**config.mk**
```make
export PLATFORM = sky130hd
export DESIGN_NAME = key_bank
export DESIGN_NICKNAME = d
export VERILOG_FILES = /design/src/rtl/key_pkg.sv /design/src/rtl/key_chan.sv /design/src/rtl/key_bank.sv
export SDC_FILE = /design/constraint.sdc
export NUM_CORES = 1
export LEC_CHECK = 0
export CAP_MARGIN = 5
export CORE_MARGIN = 10
export CORE_UTILIZATION = 50
export DETAILED_ROUTE_END_ITERATION = 8
export PLACE_DENSITY = 0.69
export RECOVER_POWER = 50
export SYNTH_ARGS = -nofsm -noshare
export SYNTH_HDL_FRONTEND = slang
export SYNTH_SLANG_ARGS = --single-unit
```
**constraint.sdc**
```tcl
create_clock -name clk_i -period 2.18 [get_ports clk_i]
set_input_delay 0.218 -clock clk_i [delete_from_list [all_inputs] [get_ports clk_i]]
set_output_delay 0.218 -clock clk_i [all_outputs]
set_load 0.01 [all_outputs]
```
**src/rtl/key_pkg.sv**
```systemverilog
`default_nettype none
// ============================================================================
// key_pkg : shared types and parameter helpers for the key_bank button front end
// Revision: 1.0
// ============================================================================
package key_pkg;

  typedef enum logic [1:0] {
    IDLE = 2'd0,
    PCHK = 2'd1,
    HELD = 2'd2,
    RCHK = 2'd3
  } key_state_e;

  function automatic int tick_cycles(input int clk_freq, input int sample_ms);
    return clk_freq / 1000 * sample_ms;
  endfunction

  function automatic bit params_legal(input int clk_freq, input int num_keys,
                                      input int sample_ms, input int long_ms,
                                      input int repeat_ms);
    if (sample_ms < 1) return 1'b0;
    return (num_keys >= 1) && (num_keys <= 32) &&
           (tick_cycles(clk_freq, sample_ms) >= 2) &&
           (long_ms / sample_ms >= 1) && (repeat_ms / sample_ms >= 1);
  endfunction

endpackage
`default_nettype wire

```
**src/rtl/key_chan.sv**
```systemverilog
`default_nettype none
// ============================================================================
// key_chan : one button channel - synchroniser, debounce FSM, hold counter
// Revision: 1.0
// ============================================================================
module key_chan
  import key_pkg::*;
#(
  parameter int LONG_TICKS   = 100,
  parameter int REPEAT_TICKS = 20,
  parameter bit ACTIVE_LOW   = 1'b1
) (
  input  logic clk_i,
  input  logic rstn_i,
  input  logic tick_i,
  input  logic key_i,
  output logic level_o,
  output logic press_o,
  output logic release_o,
  output logic long_o,
  output logic repeat_o
);

  localparam int              HOLD_W    = $clog2(LONG_TICKS + REPEAT_TICKS + 1);
  localparam logic [HOLD_W-1:0] HOLD_LONG = HOLD_W'(LONG_TICKS);
  localparam logic [HOLD_W-1:0] HOLD_RPT  = HOLD_W'(LONG_TICKS + REPEAT_TICKS);

  logic [1:0]        sync_q;
  logic              act;
  key_state_e        state_q, state_d;
  logic [HOLD_W-1:0] hold_q, hold_d, hold_inc;
  logic              press_q, press_d, release_q, release_d;
  logic              long_q, long_d, repeat_q, repeat_d;

  // Synchroniser idles at the released pad level so reset never looks like a press
  always_ff @(posedge clk_i or negedge rstn_i) begin
    if (!rstn_i) sync_q <= {2{ACTIVE_LOW}};
    else         sync_q <= {sync_q[0], key_i};
  end

  assign act = sync_q[1] ^ ACTIVE_LOW;

  always_ff @(posedge clk_i or negedge rstn_i) begin
    if (!rstn_i) begin
      state_q   <= IDLE;
      hold_q    <= '0;
      press_q   <= 1'b0;
      release_q <= 1'b0;
      long_q    <= 1'b0;
      repeat_q  <= 1'b0;
    end else begin
      state_q   <= state_d;
      hold_q    <= hold_d;
      press_q   <= press_d;
      release_q <= release_d;
      long_q    <= long_d;
      repeat_q  <= repeat_d;
    end
  end

  always_comb begin
    state_d = state_q;
    if (tick_i) begin
      case (state_q)
        IDLE:    if (act) state_d = PCHK;
        PCHK:    state_d = act ? HELD : IDLE;
        HELD:    if (!act) state_d = RCHK;
        RCHK:    state_d = act ? HELD : IDLE;
        default: state_d = IDLE;
      endcase
    end
  end

  // Hold keeps counting through a one-tick bounce so long/repeat timing is preserved
  always_comb begin
    hold_inc  = hold_q + HOLD_W'(1);
    hold_d    = hold_q;
    press_d   = 1'b0;
    release_d = 1'b0;
    long_d    = 1'b0;
    repeat_d  = 1'b0;
    if (tick_i) begin
      case (state_q)
        PCHK: begin
          if (act) begin
            press_d = 1'b1;
            hold_d  = '0;
          end
        end
        HELD, RCHK: begin
          if (state_q == RCHK && !act) begin
            release_d = 1'b1;
            hold_d    = '0;
          end else if (hold_inc == HOLD_RPT) begin
            repeat_d = 1'b1;
            hold_d   = HOLD_LONG;
          end else begin
            hold_d = hold_inc;
            long_d = (hold_inc == HOLD_LONG);
          end
        end
        default: ;
      endcase
    end
  end

  assign level_o   = (state_q == HELD) || (state_q == RCHK);
  assign press_o   = press_q;
  assign release_o = release_q;
  assign long_o    = long_q;
  assign repeat_o  = repeat_q;

endmodule
`default_nettype wire

```
**src/rtl/key_bank.sv**
```systemverilog
`default_nettype none
// ============================================================================
// key_bank : multi-channel debounced push-button front end with shared tick
// Revision: 1.0
// ============================================================================
module key_bank
  import key_pkg::*;
#(
  parameter int CLK_FREQ   = 100000000,
  parameter int NUM_KEYS   = 4,
  parameter int SAMPLE_MS  = 10,
  parameter int LONG_MS    = 1000,
  parameter int REPEAT_MS  = 200,
  parameter bit ACTIVE_LOW = 1'b1
) (
  input  logic                clk_i,
  input  logic                rstn_i,
  input  logic [NUM_KEYS-1:0] key_i,
  output logic [NUM_KEYS-1:0] level_o,
  output logic [NUM_KEYS-1:0] press_o,
  output logic [NUM_KEYS-1:0] release_o,
  output logic [NUM_KEYS-1:0] long_o,
  output logic [NUM_KEYS-1:0] repeat_o
);

  localparam int TICK_CYCLES  = tick_cycles(CLK_FREQ, SAMPLE_MS);
  localparam int LONG_TICKS   = LONG_MS / SAMPLE_MS;
  localparam int REPEAT_TICKS = REPEAT_MS / SAMPLE_MS;
  localparam int TICK_W       = $clog2(TICK_CYCLES);
  localparam logic [TICK_W-1:0] TICK_LAST = TICK_W'(TICK_CYCLES - 1);

  generate
    if (!params_legal(CLK_FREQ, NUM_KEYS, SAMPLE_MS, LONG_MS, REPEAT_MS)) begin : g_param_check
      $error("key_bank: illegal parameter combination");
    end
  endgenerate

  logic [TICK_W-1:0] tick_cnt_q, tick_cnt_d;
  logic              tick;

  assign tick       = (tick_cnt_q == TICK_LAST);
  assign tick_cnt_d = tick ? '0 : tick_cnt_q + TICK_W'(1);

  always_ff @(posedge clk_i or negedge rstn_i) begin
    if (!rstn_i) tick_cnt_q <= '0;
    else         tick_cnt_q <= tick_cnt_d;
  end

  generate
    for (genvar k = 0; k < NUM_KEYS; k++) begin : g_chan
      key_chan #(
        .LONG_TICKS   (LONG_TICKS),
        .REPEAT_TICKS (REPEAT_TICKS),
        .ACTIVE_LOW   (ACTIVE_LOW)
      ) u_chan (
        .clk_i     (clk_i),
        .rstn_i    (rstn_i),
        .tick_i    (tick),
        .key_i     (key_i[k]),
        .level_o   (level_o[k]),
        .press_o   (press_o[k]),
        .release_o (release_o[k]),
        .long_o    (long_o[k]),
        .repeat_o  (repeat_o[k])
      );
    end
  endgenerate

endmodule
`default_nettype wire

```
Yosys cells after proc, flatten, opt, wreduce, memory -nomap -nowiden:

Index checks and enable logic that the tools add are counted.

* $add $sub $neg: 5
* mux-type cells: 89
* eq/ne operators: 33
* reduce and logical (&&, ||, !) cells: 32

Operators by type and width (number)
* 7-bit two-way mux: 12
* 7-bit equality test (second input constant): 8
* 1-bit two-way mux: 56
* 7-bit case mux with 2 select lines: 4
* 7-bit by 1-bit adder with 7-bit output (second input constant): 4
* 2-bit two-way mux: 12
* 2-bit case mux with 3 select lines: 4
* 3-bit AND reduction: 8
* 20-bit by 1-bit adder with 20-bit output (second input constant): 1
* 20-bit equality test (second input constant): 1
* 20-bit two-way mux: 1
* 2-bit equality test (second input constant): 8
* 2-bit inequality test (second input constant): 8
* 2-bit OR reduction: 8
* 2-bit by 1-bit equality test with 1-bit output (second input constant): 4
* 2-bit zero test: 4
* 2-bit by 1-bit inequality test with 1-bit output (second input constant): 4
* 2-bit nonzero test: 4
* 1-bit logical AND: 4
* 1-bit logical OR: 4

* input bits: 6
* register bits: 80

Longest topological paths before layout:

* word-level depth: 6
* depth in mapped cells: 8
* mapped depth without buffers: 7

Hierarchy:

Synthesis repeated with hierarchy kept, for this count alone.

* cells, all modules: 443
* area total of the unflattened synthesis: 4359.2 µm²

By module, submodules not included
* key_chan (g_chan[0].u_chan ...): times used 3, cells each 86, seq. area each 377.9 µm², area an instance 828.3 µm²
* key_bank: times used 1, cells each 97, seq. area each 500.5 µm², area an instance 1046.0 µm²
* key_chan (g_chan[2].u_chan): times used 1, cells each 88, seq. area each 377.9 µm², area an instance 828.3 µm²

Least setup slack after synthesis:

OpenSTA, ideal clock, no wires.

* kind: reg-to-reg
* from: reg g_chan[2].u_chan.hold_q[0]
* to: reg g_chan[2].u_chan.hold_q[0]
* path buffers: 0
* stages on the path, launching flop included: 8
* data required time: 2.055 ns
* setup slack: 0.227 ns
* arrival time: 1.829 ns
* cell sequence: dfrtp_1 > ha_1 > and3_1 > nand3_1 > xor2_1 > nor4b_4 > nor3_2 > mux2_2

* cells in the longest elaborated chain, start to end: 5

RTL lines
* start, declared: line key_chan.sv:31 `logic [HOLD_W-1:0] hold_q, hold_d, hold_inc;`
* start signal, assigned: line key_chan.sv:53 `hold_q <= hold_d;`
* 7-bit by 1-bit adder with 7-bit output *: line key_chan.sv:76 `hold_inc = hold_q + HOLD_W'(1);`
* 7-bit equality test: line key_chan.sv:94 `end else if (hold_inc == HOLD_RPT) begin`
* 7-bit two-way mux *: line key_chan.sv:94
* 7-bit two-way mux *: line key_chan.sv:91 `if (state_q == RCHK && !act) begin`
* 7-bit case mux with 2 select lines *: line key_chan.sv:83 `case (state_q)`

Mark *: on every way between the ends. The rest lies on a longest branch, timed or not.
A chain may end at the register's enable or synchronous reset.

Final worst setup path:

* from: reg g_chan[2].u_chan.hold_q[0]
* to: reg g_chan[2].u_chan.hold_q[4]

The elaborated chain is that of the path after synthesis.

==> impl_metrics.toml <==
[status]
status = "finished, violations left"
violations = "max-capacitance violations, max-slew violations"

[clock_tree]
cts_max_level = 3
clk-insertion-delay-late_ps = 350
cts_tree = "built"
clkSlewWorstSetupHoldPaths_ps = 80
clockBufferDepth = 2
cts-buffers-inserted = 9
cts_sinks = 80
root_buffer = "clkbuf_8"

[finish]
fin_area_sq_um = 4790
post-route-util = 0.583
fillers = 707
syn2layout_area_growth_pct = 13.9
fin_nets = 459
regArea_sq_um = 2010
drive_gt1_frac = 0.149
multiInputGateArea_sq_um = 1950
antenna_cells = 0

[routing]
drt_wl_total_mm = 8.13
vias = 3033
drt_pass1_iterations = 4
wl_per_cell_um = 14.7
viasPerCell = 5.47
drc = 0
ant_nets = 0
drtIter0Drc = 126

[synth]
syn_inst = 420
ys_top_cells_by_area = "dfrtp_1, dfstp_2, buf_4"
avgSynthCellArea_sq_um = 10.0
synthFlopType = "dfrtp_1"
synthDistinctLibCells = 57
synth_top_cell_by_area = "dfrtp_1"
synth_edf_count = 0
yosysWarnings = 0
synth_top_area_share = 0.428
yosysSeqAreaShare = 0.478
syn_area_sq_um = 4210
synth-seq-cells = 80
synth_nets = 435
async_reset_ff_frac = 1.00

[floorplanning]
ios = 26
die_w_um = 112
core_area_sq_um = 8220
start_util = 0.512
num_rows = 33
fp.dieH_um = 112
dieArea_sq_um = 12500

[critical_path]
endpoint_kind = "flop"
rr_endpoint = "g_chan[2].u_chan.hold_q[4]$_DFFE_PN0P_"
worstPathMaxFanout = 6
cp.arrival_ps = 2290
path_class = "reg2reg"
reg2regPathDepth = 8
startpoint_type = "flop"
worstPathRequired_ps = 2420
reg2reg_from = "g_chan[2].u_chan.hold_q[0]$_DFFE_PN0P_"
reg2reg_slack_ps = 140

[power]
swShare = 0.213
p_switching_uw = 584
p_comb_frac = 0.015
finalPower_uw = 2740
power.density_nw_per_um2 = 572
ir_worst_vdd_v = 0.000374
p_leak_uw = 0.00216
p_int_uw = 2160
p_seq_frac = 0.549
clockPowerShare = 0.436

[grt]
grt.total_usage = 0.137
grt-ovfl-total = 0
grt_pass1_wl_mm = 14.5
grt_pass1_vias = 3071
grt_max_degree = 54
antenna_found_initial = 0

[timing]
whs_ps = 363
fin_setup_tns_ps = 0
slew_viol_final = 28
max_freq_mhz = 489
period_share = 0.937
worst_pin_slew_ps = 1560
rsz0062_at_grt = "false"
slew_headroom = -0.0419
finalCriticalPeriod_ps = 2040
finalSetupViolations = 0
hold_viol = 0
fin_skew_ps = 11.9

[worst_hold_path]
min_to = "g_chan[1].u_chan.sync_q[1]$_DFF_PN1_"
min_delay_path_depth = 0
hold_class = "reg2reg"
hold_start = "g_chan[1].u_chan.sync_q[0]$_DFF_PN1_"

[place]
dp_hpwl_mm = 6.04
globalplace.congestion = 0.841
port_buffers = 25
place_area_sq_um = 4540

[run]
maxCapViolations = 1
-- stage by stage --
stage	setup WS (ps)	std cells
6_report	137	554
3_3_place_gp	114	536
2_1_floorplan	227	420
5_1_grt	9.12	554
3_5_place_dp	78.2	536
4_1_cts	55.9	553
-- sequential cells by signal, summed over array words and instances, names as in the netlist, named ones only --
name and flops:
g_chan.u_chan.release_o 4, tick_cnt_q 20, g_chan.u_chan.state_q 4, g_chan.u_chan.sync_q 8, g_chan.u_chan.repeat_o 4, g_chan.u_chan.hold_q 28, g_chan.u_chan.press_o 4, g_chan.u_chan.long_o 4
-- power by group through the flow --
stage | clock network (uW) | logic [uW] | registers, uW
after global placement | 0 | 45.0 | 1530
after detailed placement | 0 | 45.7 | 1530
after CTS | 1240 | 47.3 | 1500
final | 1200 | 42.1 | 1500
after floorplan | 0 | 2.49 | 1530
after global routing | 1310 | 50.0 | 1510
-- routing by layer --
layer / vias up / track usage / part of all wire / routed length (um)
met5: - / 0 / 0 / 0
met4: 0 / 0.0454 / 0.012 / 100
met3: 12 / 0.0392 / 0.043 / 348
met2: 56 / 0.225 / 0.49 / 3980
met1: 1464 / 0.168 / 0.46 / 3710
li1: 1501 / - / - / -
-- worst max-delay path: stages (launching register included) --
cell	delay, ps
dfrtp_1	440
ha_1	200
and3_1	210
nand3_1	150
xor2_1	220
nor4b_4	300
buf_4	180
o2bb2ai_1	50
a31o_1	180
-- logic make-up after synthesis --
group | after synthesis | synth area share
multiplexers | 3 | 0.00773
AO/OA/AOI/OAI | 73 | 0.116
AND/OR/NAND/NOR | 176 | 0.238
flip-flops | 80 | 0.478
buffers and inverters | 45 | 0.0622
XOR/XNOR | 34 | 0.0708
adder cells (fa/ha/maj) | 9 | 0.0268
-- cells in the final DEF (no fill, tap or decap), types with 3 or more instances in the layout --
cell | synthesis | final
a211oi_1 | 4 | 4
a21boi_0 | 3 | 3
a21o_1 | 10 | 10
a21oi_1 | 6 | 6
a22o_1 | 3 | 3
a31oi_1 | 9 | 9
and2_1 | 7 | 6
and3_1 | 11 | 11
buf_4 | 23 | 19
clkbuf_8 | 0 | 9
clkdlybuf4s50_1 | 0 | 20
dfrtp_1 | 72 | 70
dfstp_2 | 8 | 7
dlygate4sd3_1 | 0 | 5
ha_1 | 9 | 8
inv_1 | 11 | 11
nand2_1 | 43 | 43
nand2_2 | 3 | 3
nand2b_1 | 7 | 7
nand3_1 | 18 | 18
nor2_1 | 28 | 28
nor2b_1 | 5 | 5
nor3_1 | 18 | 18
nor4_1 | 4 | 4
o21ai_0 | 19 | 19
o2bb2ai_1 | 4 | 4
o31ai_1 | 6 | 6
or3_1 | 4 | 4
xnor2_1 | 16 | 16
xor2_1 | 18 | 18
-- synthesized netlist by cell type, types with 7 or more instances --
master    number
nand2_1       43
nor2_1        28
ha_1           9
nor3_1        18
dfstp_2        8
inv_1         11
o21ai_0       19
and2_1         7
and3_1        11
a31oi_1        9
xnor2_1       16
xor2_1        18
a21o_1        10
dfrtp_1       72
buf_4         23
nand3_1       18
nand2b_1       7
-- timing repair --
item / 4_1_cts / 5_1_grt
resized for setup: 0 / 7
endpoints found under the hold margin: 24 / 0
endpoints found under the setup margin: 0 / 14
buffers inserted: 0 / 1
hold buffers: 1 / 0
-- layout make-up --
class                           count  area share
Tap cell                          105      0.0274
Inverter                           11     0.00862
Sequential cell                    80       0.420
Clock buffer                       10      0.0266
Timing Repair Buffer               47      0.0911
Clock inverter                      6      0.0193
Multi-Input combinational cell    295       0.407
-- worst max-delay path by stage --
stage / endpoint / slack [ps] / from
6_report: g_chan[2].u_chan.hold_q[4]$_DFFE_PN0P_ / 140 / g_chan[2].u_chan.hold_q[0]$_DFFE_PN0P_
5_1_grt: g_chan[2].u_chan.hold_q[4]$_DFFE_PN0P_ / 9 / g_chan[2].u_chan.hold_q[0]$_DFFE_PN0P_
4_1_cts: g_chan[1].u_chan.hold_q[6]$_DFFE_PN0P_ / 60 / tick_cnt_q[12]$_DFF_PN0_
3_5_place_dp: g_chan[0].u_chan.hold_q[2]$_DFFE_PN0P_ / 80 / tick_cnt_q[8]$_DFF_PN0_
3_3_place_gp: g_chan[3].u_chan.hold_q[5]$_DFFE_PN0P_ / 110 / tick_cnt_q[8]$_DFF_PN0_
2_1_floorplan: g_chan[2].u_chan.hold_q[0]$_DFFE_PN0P_ / 230 / g_chan[2].u_chan.hold_q[0]$_DFFE_PN0P_
Power figures use the tool's default switching activity.
